### config.mk
export PLATFORM = sky130hd
export DESIGN_NAME = exa_crosb_input_vc_arbiter
export DESIGN_NICKNAME = d
export VERILOG_FILES = /design/src/rtl/exa_crosb_input_vc_arbiter_pkg.sv /design/src/rtl/exa_crosb_rr_pick.sv /design/src/rtl/exa_crosb_input_vc_arbiter.sv
export SDC_FILE = /design/constraint.sdc
export NUM_CORES = 1
export LEC_CHECK = 0
export ABC_AREA = 1
export BUFFER_PORTS_ARGS = -buffer_cell sky130_fd_sc_hd__clkbuf_2
export CAP_MARGIN = 10
export CORE_MARGIN = 5
export CORE_UTILIZATION = 45
export CTS_CLUSTER_SIZE = 12
export DETAILED_ROUTE_END_ITERATION = 8
export PLACE_DENSITY = 0.8
export SYNTH_ARGS = -nofsm -noshare
export SYNTH_HDL_FRONTEND = slang
export SYNTH_SLANG_ARGS = --single-unit
### constraint.sdc
create_clock -name Clk -period 1.6 [get_ports Clk]
set_input_delay 0.32 -clock Clk [delete_from_list [all_inputs] [get_ports Clk]]
set_output_delay 0.32 -clock Clk [all_outputs]
set_load 0.02 [all_outputs]
### src/rtl/exa_crosb_input_vc_arbiter_pkg.sv
// Shared crossbar definitions for the input VC arbiter: FSM states, the VC
// class helper and the round-robin search helper used by the pick sub-module.
package exa_crosb_input_vc_arbiter_pkg;

  localparam int RR_MAX_W = 32;

  typedef enum logic [1:0] {
    IDLE = 2'd0,
    REQ  = 2'd1,
    XFER = 2'd2
  } arb_state_t;

  function automatic int vc_class(input int v, input int vcs);
    return v / vcs;
  endfunction

  // Walks backwards so that the entry closest to ptr (in wrap order) is the
  // last one written; returns -1 when nothing is requesting.
  function automatic int rr_find(input logic [RR_MAX_W-1:0] req, input int ptr, input int n);
    int j;
    rr_find = -1;
    for (int k = n - 1; k >= 0; k--) begin
      j = (ptr + k) % n;
      if (req[j[4:0]]) rr_find = j;
    end
  endfunction

endpackage

### src/rtl/exa_crosb_rr_pick.sv
// Round-robin picker: starting at ptr_i, returns the first requester as a
// one-hot grant plus its index. Purely combinational.
module exa_crosb_rr_pick
  import exa_crosb_input_vc_arbiter_pkg::*;
#(
  parameter int N    = 2,
  parameter int PTRW = (N > 1) ? $clog2(N) : 1
) (
  input  logic [N-1:0]    req_i,
  input  logic [PTRW-1:0] ptr_i,
  output logic [N-1:0]    gnt_o,
  output logic [PTRW-1:0] idx_o
);

  int hit;

  always_comb begin
    hit   = rr_find(RR_MAX_W'(req_i), int'(ptr_i), N);
    idx_o = '0;
    gnt_o = '0;
    if (hit >= 0) begin
      idx_o        = PTRW'(hit);
      gnt_o[idx_o] = 1'b1;
    end
  end

endmodule

### src/rtl/exa_crosb_input_vc_arbiter.sv
// Per-input-port VC selector: strict priority across classes, round-robin
// within a class, credit-gated; locks the crossbar output until the last beat.
module exa_crosb_input_vc_arbiter
  import exa_crosb_input_vc_arbiter_pkg::*;
#(
  parameter int prio_num   = 2,
  parameter int vc_num     = 2,
  parameter int output_num = 4,
  parameter int logVcPrio  = $clog2(prio_num * vc_num),
  parameter int logOutput  = $clog2(output_num)
) (
  input  logic                                 Clk,
  input  logic                                 Reset,
  input  logic [prio_num*vc_num-1:0]           i_has_packet,
  input  logic [prio_num*vc_num*logOutput-1:0] i_dests,
  input  logic [prio_num*vc_num*logVcPrio-1:0] i_output_vc,
  input  logic [output_num*prio_num*vc_num-1:0] i_credit_avail,
  input  logic                                 i_tvalid,
  input  logic                                 i_tlast,
  input  logic                                 i_tready,
  output logic [output_num-1:0]                o_req,
  input  logic [output_num-1:0]                i_gnt,
  output logic [logVcPrio-1:0]                 o_selected_vc,
  output logic                                 o_cts,
  output logic                                 o_pkt_start,
  output logic [logVcPrio-1:0]                 o_pkt_out_vc,
  output logic [logOutput-1:0]                 o_pkt_dest
);

  localparam int V    = prio_num * vc_num;
  localparam int PtrW = (vc_num > 1) ? $clog2(vc_num) : 1;
  localparam int ClsW = (prio_num > 1) ? $clog2(prio_num) : 1;

  arb_state_t state_q, state_d;
  logic [logVcPrio-1:0] sel_vc_q, sel_vc_d;
  logic [logOutput-1:0] sel_dest_q, sel_dest_d;
  logic [logVcPrio-1:0] sel_ovc_q, sel_ovc_d;
  logic                 first_q, first_d;
  logic [prio_num-1:0][PtrW-1:0] rr_ptr_q, rr_ptr_d;

  logic [logOutput-1:0] dest_arr [V];
  logic [logVcPrio-1:0] ovc_arr  [V];
  logic [V-1:0]         elig;

  logic [prio_num-1:0][vc_num-1:0] cls_gnt;
  logic [prio_num-1:0][PtrW-1:0]   cls_idx;

  logic [prio_num:0]    any_chain;
  logic [logVcPrio-1:0] vc_chain [prio_num+1];
  logic                 win_any;
  logic [logVcPrio-1:0] win_vc;

  logic            beat;
  logic [ClsW-1:0] sel_cls;
  logic [PtrW-1:0] rr_next;

  // Credit is indexed by {destination, output VC} of each FIFO head.
  for (genvar v = 0; v < V; v++) begin : g_elig
    assign dest_arr[v] = i_dests[v*logOutput +: logOutput];
    assign ovc_arr[v]  = i_output_vc[v*logVcPrio +: logVcPrio];
    assign elig[v]     = i_has_packet[v] & i_credit_avail[{dest_arr[v], ovc_arr[v]}];
  end

  for (genvar p = 0; p < prio_num; p++) begin : g_cls
    exa_crosb_rr_pick #(
      .N   (vc_num),
      .PTRW(PtrW)
    ) u_pick (
      .req_i(elig[p*vc_num +: vc_num]),
      .ptr_i(rr_ptr_q[p]),
      .gnt_o(cls_gnt[p]),
      .idx_o(cls_idx[p])
    );
  end

  // Higher class numbers sit later in the chain and override lower ones.
  assign any_chain[0] = 1'b0;
  assign vc_chain[0]  = '0;
  for (genvar p = 0; p < prio_num; p++) begin : g_prio
    assign any_chain[p+1] = any_chain[p] | (|cls_gnt[p]);
    assign vc_chain[p+1]  = (|cls_gnt[p]) ? logVcPrio'(p * vc_num) + logVcPrio'(cls_idx[p])
                                          : vc_chain[p];
  end
  assign win_any = any_chain[prio_num];
  assign win_vc  = vc_chain[prio_num];

  assign beat    = i_tvalid & i_tready;
  assign sel_cls = ClsW'(vc_class(int'(sel_vc_q), vc_num));
  assign rr_next = PtrW'((int'(sel_vc_q) % vc_num + 1) % vc_num);

  always_ff @(posedge Clk) begin
    if (Reset) begin
      state_q    <= IDLE;
      sel_vc_q   <= '0;
      sel_dest_q <= '0;
      sel_ovc_q  <= '0;
      first_q    <= 1'b0;
      rr_ptr_q   <= '0;
    end else begin
      state_q    <= state_d;
      sel_vc_q   <= sel_vc_d;
      sel_dest_q <= sel_dest_d;
      sel_ovc_q  <= sel_ovc_d;
      first_q    <= first_d;
      rr_ptr_q   <= rr_ptr_d;
    end
  end

  always_comb begin
    state_d     = state_q;
    sel_vc_d    = sel_vc_q;
    sel_dest_d  = sel_dest_q;
    sel_ovc_d   = sel_ovc_q;
    first_d     = first_q;
    rr_ptr_d    = rr_ptr_q;
    o_req       = '0;
    o_cts       = 1'b0;
    o_pkt_start = 1'b0;
    case (state_q)
      IDLE: begin
        if (win_any) begin
          sel_vc_d   = win_vc;
          sel_dest_d = dest_arr[win_vc];
          sel_ovc_d  = ovc_arr[win_vc];
          state_d    = REQ;
        end
      end
      REQ: begin
        o_req[sel_dest_q] = 1'b1;
        if (i_gnt[sel_dest_q]) begin
          state_d = XFER;
          first_d = 1'b1;
        end
      end
      XFER: begin
        // The output lock is held for the whole packet, stalls included.
        o_req[sel_dest_q] = 1'b1;
        o_cts             = beat;
        if (beat) begin
          o_pkt_start = first_q;
          first_d     = 1'b0;
          if (i_tlast) begin
            state_d           = IDLE;
            rr_ptr_d[sel_cls] = rr_next;
          end
        end
      end
      default: state_d = IDLE;
    endcase
  end

  assign o_selected_vc = sel_vc_q;
  assign o_pkt_out_vc  = sel_ovc_q;
  assign o_pkt_dest    = sel_dest_q;

endmodule
# [Word level (Yosys, flattened, before mapping)]
# Index checks and enable logic that the tools add are counted.
[classes] reduce_logical=13 muxes=55 n_lt_le_gt_ge=19 bitwise=9 addsub=4 n_eq_ne=6
[op_table] cell="32-bit two-way mux" n=4
[op_table] cell="32-bit by 1-bit greater-or-equal comparator with 1-bit output, second input constant" n=2
[op_table] cell="1-bit two-way mux" n=23
[op_table] cell="2-bit two-way mux" n=11
[op_table] cell="4-bit by 5-bit less-than comparator with 1-bit output, second input constant" n=4
[op_table] cell="1-bit binary-select mux with 4-bit select" n=4
[op_table] cell="1-bit by 6-bit less-than comparator with 1-bit output, second input constant" n=2
[op_table] cell="5-bit by 6-bit less-than comparator with 1-bit output, second input constant" n=2
[op_table] cell="2-bit binary-select mux with 2-bit select" n=2
[op_table] cell="2-bit inequality test, second input constant" n=4
[op_table] cell="1-bit binary-select mux with 2-bit select" n=3
[op_table] cell="1-bit by 2-bit less-than comparator with 1-bit output, second input constant" n=3
[op_table] cell="2-bit case mux with 3 select lines" n=1
[op_table] cell="3-bit AND reduction" n=2
[op_table] cell="2-bit OR reduction" n=3
[op_table] cell="1-bit bitwise AND" n=5
[op_table] cell="1-bit logical AND" n=4
[op_table] cell="4-bit two-way mux" n=1
[op_table] cell="4-bit AND reduction" n=1
[op_table] cell="1-bit adder, second input constant" n=3
[op_table] cell="1-bit demux with 1-bit select" n=3
[op_table] cell="1-bit greater-or-equal comparator, second input constant" n=3
[op_table] cell="3-bit greater-or-equal comparator, second input constant" n=1
[op_table] cell="2-bit by 3-bit less-than comparator with 1-bit output, second input constant" n=1
[op_table] cell="other kinds (13)" n=14
[word_totals] ff_bits=11 wordCells=113 output_inout_bits=12

# [Depth between registers and ports, before layout]
[depth] ltp_word=19 mapped_depth=16 ltp_nobuf=16

# [Modules after synthesis]
# Synthesis repeated with hierarchy kept, for this count alone.
[unflattened] hier_cells=277 hier_area_um2=1511.4
[by_module_without_submodules] mod="exa_crosb_input_vc_arbiter" n_inst=1 seq_area_each_um2=220.2 cells_per_inst=265 area_each_um2=1456.4
[by_module_without_submodules] mod="exa_crosb_rr_pick" n_inst=2 seq_area_each_um2=0.0 cells_per_inst=6 area_each_um2=27.5

# [Least setup slack after synthesis]
# No wires, ideal clock.
[synth_timing] path_type="input port to flip-flop" start="input port i_output_vc[2]" end="register sel_ovc_q[1], in the netlist o_pkt_out_vc[1]" n_path_buf=1 stages=13 setup_time_ns=0.109 arrival_time_ns=1.450 t_required_ns=1.491 path_slack_ns=0.041 cell_sequence="buf_4 o211ai_1 nand3_1 nand3_1 nand2_1 nand2_1 nand2_1 o21ai_4 inv_4 nor2_1 nor2_1 nand2_1 inv_1"
[synth_via] elab_chain_cells=19
[synth_rtl] item="start, declared" line_no="exa_crosb_input_vc_arbiter.sv:16" source="input logic [prio_num*vc_num*logVcPrio-1:0] i_output_vc,"
[synth_rtl] item="1-bit binary-select mux with 4-bit select *" line_no="exa_crosb_input_vc_arbiter.sv:61" source="assign elig[v] = i_has_packet[v] & i_credit_avail[{dest_arr[v], ovc_arr[v]}];"
[synth_rtl] item="1-bit two-way mux (not written as such) *" line_no="exa_crosb_input_vc_arbiter.sv:61"
[synth_rtl] item="1-bit bitwise AND *" line_no="exa_crosb_input_vc_arbiter.sv:61"
[synth_rtl] item="1-bit binary-select mux with 2-bit select" line_no="exa_crosb_input_vc_arbiter_pkg.sv:24" source="if (req[j[4:0]]) rr_find = j;"
[synth_rtl] item="1-bit two-way mux (not written as such)" line_no="exa_crosb_input_vc_arbiter_pkg.sv:24"
[synth_rtl] item="32-bit two-way mux" line_no="exa_crosb_input_vc_arbiter_pkg.sv:24"
[synth_rtl] item="32-bit two-way mux *" line_no="exa_crosb_input_vc_arbiter_pkg.sv:24"
[synth_rtl] item="parallel branches: the longest is 12 deep, another holds 32-bit by 1-bit greater-or-equal comparator with 1-bit output"
[synth_rtl] item="end signal, assigned" line_no="exa_crosb_input_vc_arbiter.sv:103" source="sel_ovc_q <= sel_ovc_d;"
[synth_rtl] item="end, declared" line_no="exa_crosb_input_vc_arbiter.sv:37" source="logic [logVcPrio-1:0] sel_ovc_q, sel_ovc_d;"
# Mark *: on every way between the ends. The select of a mux whose other input is x is not followed.
# A chain may end at the register's enable or synchronous reset.

# [Worst setup path in the final report]
[layout_timing] start="input port i_output_vc[7]" end="register sel_dest_q[0], in the netlist o_pkt_dest[0]"
[layout_via] elab_chain_cells=18
[layout_rtl] item="1-bit binary-select mux with 4-bit select *" line_no="exa_crosb_input_vc_arbiter.sv:61"
[layout_rtl] item="1-bit two-way mux (not written as such) *" line_no="exa_crosb_input_vc_arbiter.sv:61"
[layout_rtl] item="1-bit bitwise AND *" line_no="exa_crosb_input_vc_arbiter.sv:61"
[layout_rtl] item="1-bit binary-select mux with 2-bit select" line_no="exa_crosb_input_vc_arbiter_pkg.sv:24"
[layout_rtl] item="1-bit two-way mux (not written as such)" line_no="exa_crosb_input_vc_arbiter_pkg.sv:24"
[layout_rtl] item="32-bit two-way mux" line_no="exa_crosb_input_vc_arbiter_pkg.sv:24"
[layout_rtl] item="32-bit two-way mux *" line_no="exa_crosb_input_vc_arbiter_pkg.sv:24"
[layout_rtl] item="parallel branches: the longest is 11 deep, another holds 32-bit by 1-bit greater-or-equal comparator with 1-bit output"
[layout_rtl] item="end signal, assigned" line_no="exa_crosb_input_vc_arbiter.sv:102" source="sel_dest_q <= sel_dest_d;"
[layout_rtl] item="end, declared" line_no="exa_crosb_input_vc_arbiter.sv:36" source="logic [logOutput-1:0] sel_dest_q, sel_dest_d;"
# Marked as above.

==> flow_summary.json <==
{
  "status": "complete, but fails checks",
  "violations": "negative setup slack",
  "pin_count": 57,
  "dieArea_mm2": 0.004589,
  "cts_made_buffers": 3,
  "root_buffer": "clkbuf_4",
  "antenna_found_initial": 0,
  "dpl.hpwl_um": 4068,
  "track_usage": 0.2296,
  "cp.arrival_ns": 1.90,
  "crit_fanout": 5,
  "nFillCells": 284,
  "grt_pass1_vias": 1909,
  "start_kind": "input port",
  "end_kind": "register",
  "pwr_density_cell_mw_per_mm2": 1053,
  "fin_skew_ns": 0.0003384,
  "hold_class": "input port to register",
  "final_cell_area_mm2": 0.002288,
  "cts_max_level": 1,
  "ant_nets": 0,
  "hold_viol": 0,
  "clock_latency_ns": 0.27,
  "die_y_um": 67.74,
  "ir_worst_vdd_v": 0.001159,
  "p_total_w": 0.002409,
  "seq_area_frac_synth": 0.1468,
  "cts_tree": "yes",
  "grt_pass1_wl_um": 8259,
  "synthCells": 278,
  "place_congestion": 0.9605,
  "worst-r2r-setup-slack_ns": 0.02,
  "synthDistinctLibCells": 25,
  "synthesis.nets": 327,
  "core_area_mm2": 0.003284,
  "wl_met2_um": 2806,
  "highest_layer": "met4",
  "wl_met3_um": 573,
  "clockBufferDepth": 2,
  "area_delta_synth_final_pct": 52.54,
  "synth.top_cell.area_share": 0.2327,
  "dieWidth_um": 67.74,
  "placementRows": 21,
  "wire_per_inst_um": 14.30,
  "timing.final.ws_setup_ns": -0.07581,
  "synth_ff_type": "dfxtp_1",
  "grt_max_degree": 10,
  "fmax_mhz": 596.7,
  "fin_nets": 411,
  "avgSynthCellArea_um2": 5.396,
  "fin_crit_ns": 1.676,
  "grt_overflow": 0,
  "max_slew_margin": 0.8383,
  "drive_gt1_frac": 0.4127,
  "synthesis.area_mm2": 0.001500,
  "multi_input_area_mm2": 0.001209,
  "place_area_mm2": 0.001949,
  "antennaDiodeCount": 0,
  "drv_cap": 0,
  "rsz0062_at_grt": "true",
  "ys_warn_count": 0,
  "required_ns": 1.82,
  "ys_async_sr_fraction": 0,
  "drcViolationCount": 0,
  "slew_viol_final": 0,
  "post-route-period-util": 1.047,
  "portBuffers": 56,
  "synth_edf_count": 0,
  "synthTopCellsByArea": "nand2_1 23%, nand3_1 21%, dfxtp_1 15%",
  "path_class": "input port to register",
  "routed_wl_um": 5820,
  "wl_met1_um": 2257,
  "seqCellArea_um2": 225.2,
  "vias": 2254,
  "clkTransAtPathRegs_ns": 0.07,
  "ys_ff_latch": 11,
  "leakagePower_nw": 1.220,
  "worst_pin_slew_ns": 0.2417,
  "via_per_inst": 5.538,
  "drt_first_pass_iters": 6,
  "synth_top_cell_by_area": "nand2_1",
  "cts_sinks": 11,
  "setup_violations": 4,
  "initialDrtViolationCount": 256,
  "initial_core_util": 0.4568
}
cells by family (layout without fill, tap and decap cells):
family / after synthesis / count (layout) / share of synthesized area
flip-flops: 11 / 11 / 0.1468
adder cells (fa/ha/maj): 4 / 4 / 0.03336
AND/OR/NAND/NOR: 179 / 179 / 0.5388
AO/OA/AOI/OAI: 31 / 31 / 0.1234
buffers and inverters: 53 / 136 / 0.1576
critical path: stages:
cell	delay [ns]
clkbuf_2	0.12
inv_1	0.16
o211ai_1	0.13
nand3_1	0.13
nand3_2	0.10
nand2_2	0.08
nand2_2	0.07
nand2_4	0.11
clkinv_4	0.09
buf_4	0.14
a21oi_1	0.18
nand2_1	0.10
nand3_1	0.08
nand2_1	0.05
inv_1	0.04
layer usage:
| metal | GRT usage | up-vias |
|---|---|---|
| met5 | 0 | - |
| met4 | 0.07089 | 0 |
| met3 | 0.04160 | 31 |
| met2 | 0.3767 | 169 |
| met1 | 0.3022 | 983 |
| li1 | - | 1071 |
area by class of cell:
type | count | share of cell area
Clock buffer | 4 | 0.01148
Sequential cell | 11 | 0.09841
Tap cell | 46 | 0.02515
Inverter | 48 | 0.08748
Multi-Input combinational cell | 214 | 0.5282
Timing Repair Buffer | 84 | 0.2493
cell usage in the layout (no fill, tap or decap), types with 7 or more instances in the layout:
| cell | instances |
|---|---|
| clkbuf_2 | 45 |
| nand2_2 | 13 |
| a21oi_1 | 10 |
| nand2_1 | 82 |
| nand3_1 | 56 |
| nand3_2 | 7 |
| buf_4 | 29 |
| inv_2 | 7 |
| inv_1 | 34 |
| dfxtp_1 | 7 |
power by group:
group | internal, W | switching, W | leakage [nW]
Combinational | 0.000744 | 0.000999 | 1.11
Sequential | 0.000374 | 0.0000924 | 0.0919
Clock | 0.0000966 | 0.000102 | 0.0150
Total | 0.00121 | 0.00119 | 1.22
worst paths after layout:
kind / from / to / cells past startpoint
setup reg to reg: state_q[1] / state_q[1] / 11
hold / removal: Reset / o_selected_vc[1] / 2
setup / recovery: i_output_vc[7] / o_pkt_dest[0] / 15
hold reg to reg: rr_ptr_q[1] / rr_ptr_q[1] / 2
flip-flops by register name, summed over array words and instances (netlist names):
name and cells:
first_q 1, o_pkt_dest 2, o_pkt_out_vc 2, o_selected_vc 2, rr_ptr_q 2, state_q 2
Yosys cell counts, types with 2 or more instances:
master,instances
buf_4,2
nand2_4,2
nor2_1,7
dfxtp_1,11
nor2_2,2
buf_6,3
nand3_1,63
nand2_1,93
a31oi_1,5
nand4_1,2
nand2_2,3
a21oi_1,13
inv_1,45
o21ai_0,7
ha_1,4
nor3_1,5
o211ai_1,3
through the flow:
step	std cells	hold WS, ns	worst slack [ns]	utilization	TNS (ns)
after floorplan	278	0.3891	0.04107	-	0
after detailed placement	393	0.4508	-0.2633	0.5935	-1.796
after global routing	407	0.3104	-0.1746	0.6968	-1.127
after global placement	393	0.4438	-0.2465	0.5935	-1.540
after CTS	399	0.2957	-0.008973	0.6175	-0.01740
final	407	0.3154	-0.07581	0.6968	-0.2017
timing repair:
item | in CTS | in global routing
setup buffers | 2 | 8
gates resized for setup | 14 | 79
pin swaps | 3 | 28
cloned | 0 | 0
hold buffers | 0 | 0
setup endpoints to repair | 6 | 15
(Power assumes the default switching activity.)
